==> config.mk <==
export PLATFORM = sky130hd
export DESIGN_NAME = slow_cdc_tx
export DESIGN_NICKNAME = d
export VERILOG_FILES = /design/src/rtl/slow_cdc_tx.sv
export SDC_FILE = /design/constraint.sdc
export NUM_CORES = 1
export LEC_CHECK = 0
export ABC_CLOCK_PERIOD_IN_PS = 1840
export CAP_MARGIN = 20
export CORE_UTILIZATION = 47
export CTS_CLUSTER_DIAMETER = 150
export DETAILED_ROUTE_END_ITERATION = 8
export GPL_TIMING_DRIVEN = 0
export PLACE_DENSITY = 0.84
export SYNTH_ARGS = -nofsm -noshare
export SYNTH_HDL_FRONTEND = slang
export SYNTH_SLANG_ARGS = --single-unit
export TNS_END_PERCENT = 100
==> constraint.sdc <==
create_clock -name slow_clk -period 1.84 [get_ports slow_clk]
set_input_delay 0.184 -clock slow_clk [delete_from_list [all_inputs] [get_ports slow_clk]]
set_output_delay 0.184 -clock slow_clk [all_outputs]
set_load 0.01 [all_outputs]
==> src/rtl/slow_cdc_tx.sv <==
// rtl/slow_cdc_tx.sv - slow-domain source stage of the slow-to-fast toggle synchronizer
// Optional feature macro: CDC_TX_COUNT_EN (builds the 8-bit wrap-around launch counter on tx_count)
module slow_cdc_tx #(
  parameter int DW          = 4,
  parameter int DEPTH       = 4,
  parameter int ACK_TIMEOUT = 15
) (
  input  logic                     slow_clk,
  input  logic                     rst,
  input  logic                     in_valid,
  output logic                     in_ready,
  input  logic [DW-1:0]            in_data,
  output logic                     out,
  output logic [DW-1:0]            data_out,
  input  logic                     ack_tgl,
  output logic                     busy,
  output logic [$clog2(DEPTH):0]   level,
  output logic                     timeout_err,
  output logic [7:0]               tx_count
);

  localparam int PW = $clog2(DEPTH);
  localparam int LW = PW + 1;
  localparam int CW = $clog2(ACK_TIMEOUT);

  typedef enum logic [1:0] {IDLE, SEND, WAIT_ACK} state_t;

  state_t        state;
  logic [DW-1:0] mem [DEPTH];
  logic [PW-1:0] wr_ptr;
  logic [PW-1:0] rd_ptr;
  logic [CW-1:0] wait_cnt;
  logic          ack_s1;
  logic          ack_s2;
  logic          ack_s3;
  logic          ack_edge;
  logic          push;
  logic          pop;

  // Ready looks only at the registered level, so a same-cycle pop never frees a slot at full.
  assign in_ready = !rst && (level != LW'(DEPTH));
  assign push     = in_valid && in_ready;
  // The only consumer of the FIFO is the launch out of IDLE.
  assign pop      = (state == IDLE) && (level != '0);
  assign ack_edge = ack_s2 ^ ack_s3;
  assign busy     = (state != IDLE) || (level != '0);

  // Three-flop synchronizer for the fast-domain toggle; the last two flops form the edge detector.
  always_ff @(posedge slow_clk or posedge rst) begin
    if (rst) begin
      ack_s1 <= 1'b0;
      ack_s2 <= 1'b0;
      ack_s3 <= 1'b0;
    end else begin
      ack_s1 <= ack_tgl;
      ack_s2 <= ack_s1;
      ack_s3 <= ack_s2;
    end
  end

  // FIFO storage; contents need no reset because level and pointers define validity.
  always_ff @(posedge slow_clk) begin
    if (push) begin
      mem[wr_ptr] <= in_data;
    end
  end

  // FIFO pointers and occupancy; pointers wrap naturally at DEPTH (power of two).
  always_ff @(posedge slow_clk or posedge rst) begin
    if (rst) begin
      wr_ptr <= '0;
      rd_ptr <= '0;
      level  <= '0;
    end else begin
      if (push) begin
        wr_ptr <= wr_ptr + 1'b1;
      end
      if (pop) begin
        rd_ptr <= rd_ptr + 1'b1;
      end
      case ({push, pop})
        2'b10:   level <= level + 1'b1;
        2'b01:   level <= level - 1'b1;
        default: level <= level;
      endcase
    end
  end

  // Handshake FSM: launch a word, hold it stable, then wait for the echoed toggle or give up.
  always_ff @(posedge slow_clk or posedge rst) begin
    if (rst) begin
      state       <= IDLE;
      out         <= 1'b0;
      data_out    <= '0;
      timeout_err <= 1'b0;
      wait_cnt    <= '0;
    end else begin
      case (state)
        IDLE: begin
          if (level != '0) begin
            state    <= SEND;
            data_out <= mem[rd_ptr];
            out      <= 1'b1;
          end
        end
        SEND: begin
          state    <= WAIT_ACK;
          out      <= 1'b0;
          wait_cnt <= '0;
        end
        WAIT_ACK: begin
          // An ack arriving on the last allowed cycle still counts as a clean completion.
          if (ack_edge) begin
            state <= IDLE;
          end else if (wait_cnt == CW'(ACK_TIMEOUT - 1)) begin
            state       <= IDLE;
            timeout_err <= 1'b1;
          end else begin
            wait_cnt <= wait_cnt + 1'b1;
          end
        end
        default: begin
          state <= IDLE;
          out   <= 1'b0;
        end
      endcase
    end
  end

`ifdef CDC_TX_COUNT_EN
  logic [7:0] tx_count_q;

  // Launch counter, wraps 255 -> 0.
  always_ff @(posedge slow_clk or posedge rst) begin
    if (rst) begin
      tx_count_q <= 8'd0;
    end else if (pop) begin
      tx_count_q <= tx_count_q + 8'd1;
    end
  end

  assign tx_count = tx_count_q;
`else
  assign tx_count = 8'd0;
`endif

endmodule

* Word-level counts from Yosys, hierarchy flattened *
Memory sizes are Yosys's and may differ from the RTL's. A register that Yosys moved wholly into a read port is not among the register bits.
Index checks and enable logic that the tools add are counted.

operators by class
  add/subtract/negate cells = 5
  equal/unequal tests = 10
  multiplexer cells = 12
  bitwise gates (word level) = 3
  reduce and logical (&&, ||, !) cells = 15

operator list
  kind                                                 number
  2-to-1 mux 4 bit                                     2
  case mux 4 bit (2 select lines)                      1
  2-to-1 mux 2 bit                                     3
  != test 3 bit, second input constant                 2
  case mux 2 bit (3 select lines)                      1
  case mux 3 bit (2 select lines)                      1
  AND reduction 2 bit                                  3
  AND reduction 3 bit                                  2
  nonzero test 2 bit                                   3
  adder 2 x 1 -> 2 bit, second input constant          2
  adder 4 x 1 -> 4 bit, second input constant          1
  equality test 2 x 1 -> 1 bit, second input constant  2
  equality test 2 bit, second input constant           2
  equality test 4 bit, second input constant           1
  != test 2 bit, second input constant                 2
  adder 3 x 1 -> 3 bit, second input constant          1
  logical AND 1 bit                                    3
  2-to-1 mux 1 bit                                     3
  nonzero test 3 bit                                   1
  subtractor 3 x 1 -> 3 bit, second input constant     1
  logical NOT 2 bit                                    1
  != test 2 x 1 -> 1 bit, second input constant        1
  NOT 1 bit                                            2
  case mux 1 bit (2 select lines)                      1
  3 further kinds                                      3

word-level totals
  flip-flop bits (word level) = 18
  bits in writable memories = 16
  logic and storage cells = 56
  memories = 1

memories
  name  depth  bits a word  rd ports  clocked after memory_dff  write ports  line  RTL
  mem   4      4            1         1                         1            29    logic [DW-1:0] mem [DEPTH];

* Longest topological paths before layout *
  word-level depth = 5
  gate-level depth with buffers = 9
  gate-level depth less buffers = 9

* Least setup slack after synthesis *
No wires, ideal clock.

  kind = register -> register
  start point = reg level[2]
  end point = reg level[2]
  setup time = 0.080 ns
  arrival time = 1.866 ns
  required time = 1.760 ns
  setup slack = -0.105 ns
  stages on the path, launching flop included = 9
  path buffers = 0
  cells stage by stage = dfrtp_1 nor3_2 nor3_4 ha_1 inv_1 fa_1 xor2_1 nor2_1 xor2_1

RTL lines
  element                                                                line  RTL
  start, declared                                                        17    output logic [$clog2(DEPTH):0] level,
  start signal, assigned                                                 82    2'b10: level <= level + 1'b1;
  start signal, assigned                                                 83    2'b01: level <= level - 1'b1;
  start signal, assigned                                                 84    default: level <= level;
  nonzero test 3 bit (*)                                                 44    assign pop = (state == IDLE) && (level != '0);
  logical AND 1 bit (*)                                                  44
  net pop                                                                38    logic pop;
  equality test 2 x 1 -> 1 bit or equality test 2 bit (tied branches)    81    case ({push, pop})
  case mux 3 bit (2 select lines) or nonzero test 2 bit (tied branches)  -

The timed path passes the listed nets; every way through them passes the cells marked *.
A chain may end at the register's enable or synchronous reset.

* Final worst setup path *
  start point = reg state[1]
  end point = reg level[2]

on the way
  cells in the longest elaborated chain, start to end = 4

ends and longest elaborated chain
  element                                                                line  RTL
  start, declared                                                        28    state_t state;
  start signal, assigned                                                 92    state <= IDLE;
  start signal, assigned                                                 101   state <= SEND;
  start signal, assigned                                                 107   state <= WAIT_ACK;
  logical NOT 2 bit (*)                                                  44
  logical AND 1 bit (*)                                                  44
  net pop                                                                38
  equality test 2 x 1 -> 1 bit or equality test 2 bit (tied branches)    81
  case mux 3 bit (2 select lines) or nonzero test 2 bit (tied branches)  -

Marked as above.

==> flow_summary.yaml <==
run_status:
  status: "finished clean"
global_route:
  grt_pass1_wl_mm: 4.80
  antenna_found_initial: 0
  grt_pass1_vias: 1042
  grt_max_degree: 23
  grt_use_total_pct: 16.9
  overflow: 0
cells_and_area:
  final_area_um2: 2180
  stdcell_count: 203
  syn_to_final_growth_pct: 27.4
  layout-drive-gt1-share_pct: 32.5
  layout_commonest_cell: "dfrtp_1"
  fin_nets: 172
  n_antenna_cell: 0
  layout_common_cells: "dfrtp_1, clkdlybuf4s50_1, edfxtp_1"
  fin_util_pct: 63.8
cts:
  root_buffer: "clkbuf_4"
  cts_made_buffers: 5
  ctsHoldBuffers: 0
  cts_tree: "done"
  insertion_delay_ns: 0.34
  cts.sinks: 38
  clkTransAtPathRegs_ns: 0.11
  cts.path.max_buffers: 2
  cts_max_level: 2
routing:
  routed_wl_mm: 2.99
  via_per_inst: 5.04
  first_pass_iters: 4
  drc: 0
  ant_nets: 0
  avgRoutedWirePerCell_um: 14.7
  dr.first_iter.drc_count: 21
  dr_total_vias: 1023
timing:
  finalCritPeriodShare_pct: 97.9
  rsz0062_at_grt: "yes"
  period_needed_ns: 1.80
  worst_hold_slack_ns: 0.272
  maxSlewHeadroom_pct: 45.7
  final-hold-violation-count: 0
  worst_slew_pin_slew_ns: 0.814
  max_freq_ghz: 0.555
  slew_violations: 0
  finalSetupViolations: 0
  skew_ns: 0.00293
critical_path:
  crit_path_max_incr_delay_ns: 0.47
  cp_slowest_cell: "dfrtp_2"
  critPathBufInv: 1
  cp.required_ns: 2.10
  cp.arrival_ns: 2.07
  crit_family: "adder cells"
  worstPathCellList: "nor3_4 > ha_4 > inv_2 > fa_2 > xor2_1 > nor2_1 > xor2_1"
  path_class: "reg2reg"
  critPathMaxFanout: 6
  critPathLaunchType: "flop"
  cp_common_cell: "xor2_1"
  cp-end-kind: "flop"
synthesis:
  synth_area_um2: 1710
  yosys_warnings: 0
  syn_inst: 118
  ys_types: 30
  synth.avg_cell_area_um2: 14.5
  ys_seq_area_share_pct: 60.2
  synth-seq-cells: 38
power:
  p_per_area_nw_per_um2: 1620
  peakVddDrop_uv: 1050
  finalPower_mw: 3.53
  p_leak_nw: 0.938
placed_design:
  placed_area_um2: 1990
  hpwl_mm: 2.05
  gp_congestion: 0.720
  dp_cells: 189
  io_buffers: 18
floorplanning:
  die_h_um: 62.3
  dieArea_um2: 3890
  die_x_um: 62.3
  initial_core_util_pct: 50.1
  io_pins: 27
  row_count: 21
  core_um2: 3420
job:
  max_cap_viol_count: 0
min_path:
  min_path_type: "in2reg"
## final timing paths
path	slack (ns)	cells past startpoint	start	endpoint
worst max-delay path	0.04	7	state[1]$_DFFE_PP0P_	level[2]$_DFFE_PP0P_
worst min-delay path	0.27	1	ack_tgl	ack_s1$_DFF_PP0_
worst max register to register	0.04	7	state[1]$_DFFE_PP0P_	level[2]$_DFFE_PP0P_
worst min register to register	0.36	0	ack_s1$_DFF_PP0_	ack_s2$_DFF_PP0_
max in group asynchronous	0.87	2	rst	state[0]$_DFFE_PP0P_
min in group asynchronous	0.41	2	rst	level[1]$_DFFE_PP0P_
## cell type report
class | count | area [um2]
Clock buffer | 6 | 51.3
Tap cell | 46 | 57.6
Timing Repair Buffer | 24 | 239
Clock inverter | 2 | 60.1
Buffer | 9 | 71.3
Sequential cell | 38 | 1040
Fill cell | 243 | 1230
Inverter | 10 | 37.5
Multi-Input combinational cell | 68 | 627
## what timing repair did
item / in CTS / in global routing
gates resized for setup: 4 / 5
pin swaps: 3 / 4
buffers inserted: 4 / 2
endpoints found under the setup margin: 4 / 3
## sequential cells by signal, summed over array words and instances, names as in the netlist, 2 cells and up
register / flops
wait_cnt: 4
data_out: 4
mem: 16
state: 2
level: 3
wr_ptr: 2
rd_ptr: 2
## cells in the mapped netlist, drive strengths merged
| master | n | share of area (%) |
|---|---|---|
| mux2 | 5 | 3.3 |
| nand2 | 6 | 1.3 |
| nor2 | 3 | 0.66 |
| or3 | 1 | 0.44 |
| o21bai | 1 | 0.44 |
| edfxtp | 16 | 28 |
| nor2b | 1 | 0.51 |
| mux2i | 4 | 2.3 |
| ha | 7 | 5.1 |
| a21o | 1 | 0.44 |
| xnor2 | 4 | 2.0 |
| and3 | 1 | 0.37 |
| xor2 | 4 | 2.0 |
| a31oi | 1 | 0.37 |
| a311oi | 1 | 0.51 |
| nand3 | 4 | 1.2 |
| mux4 | 4 | 5.3 |
| a21oi | 2 | 0.58 |
| fa | 1 | 1.2 |
| and2 | 4 | 1.8 |
| dfrtp | 22 | 32 |
| conb | 1 | 0.22 |
| nor3 | 3 | 1.8 |
| inv | 10 | 2.2 |
| nand2b | 1 | 0.37 |
| a211oi | 1 | 1.2 |
| buf | 9 | 4.2 |
## cell families (layout without fill, tap and decap cells)
logic type	Yosys count	count (layout)	synth area share, %
AOI/OAI and AO/OA	7	7	3.51
xor gates and xnor gates	8	8	4.09
adders and majority gates	8	8	6.29
buffers and inverters	19	51	6.36
DFF	38	38	60.2
muxes	13	13	10.9
other	1	8	0.219
and+or+nand+nor	24	24	8.41
## power by group
part	internal [mW]	total, mW	switching [mW]
registers	1.13	1.36	0.232
logic	0.808	1.44	0.635
clock network	0.460	0.721	0.261
## stage by stage
step	setup slack (ns)	setup TNS, ns
after floorplan	-0.0640	-0.0640
after global placement	-0.166	-0.288
after detailed placement	-0.274	-0.531
after CTS	0.00180	0
after global routing	-0.0511	-0.0836
final	0.0378	0
## routing by layer
metal  part of all wire, %  wire, um  GRT usage, %  up-vias
met5                     0         0             0        -
met4                   2.2        66          7.56        0
met3                   6.0       179          5.88        8
met2                    54      1620          30.1       43
met1                    38      1130          17.9      506
li1                      -         -             -      466
Power figures use the tool's default switching activity.
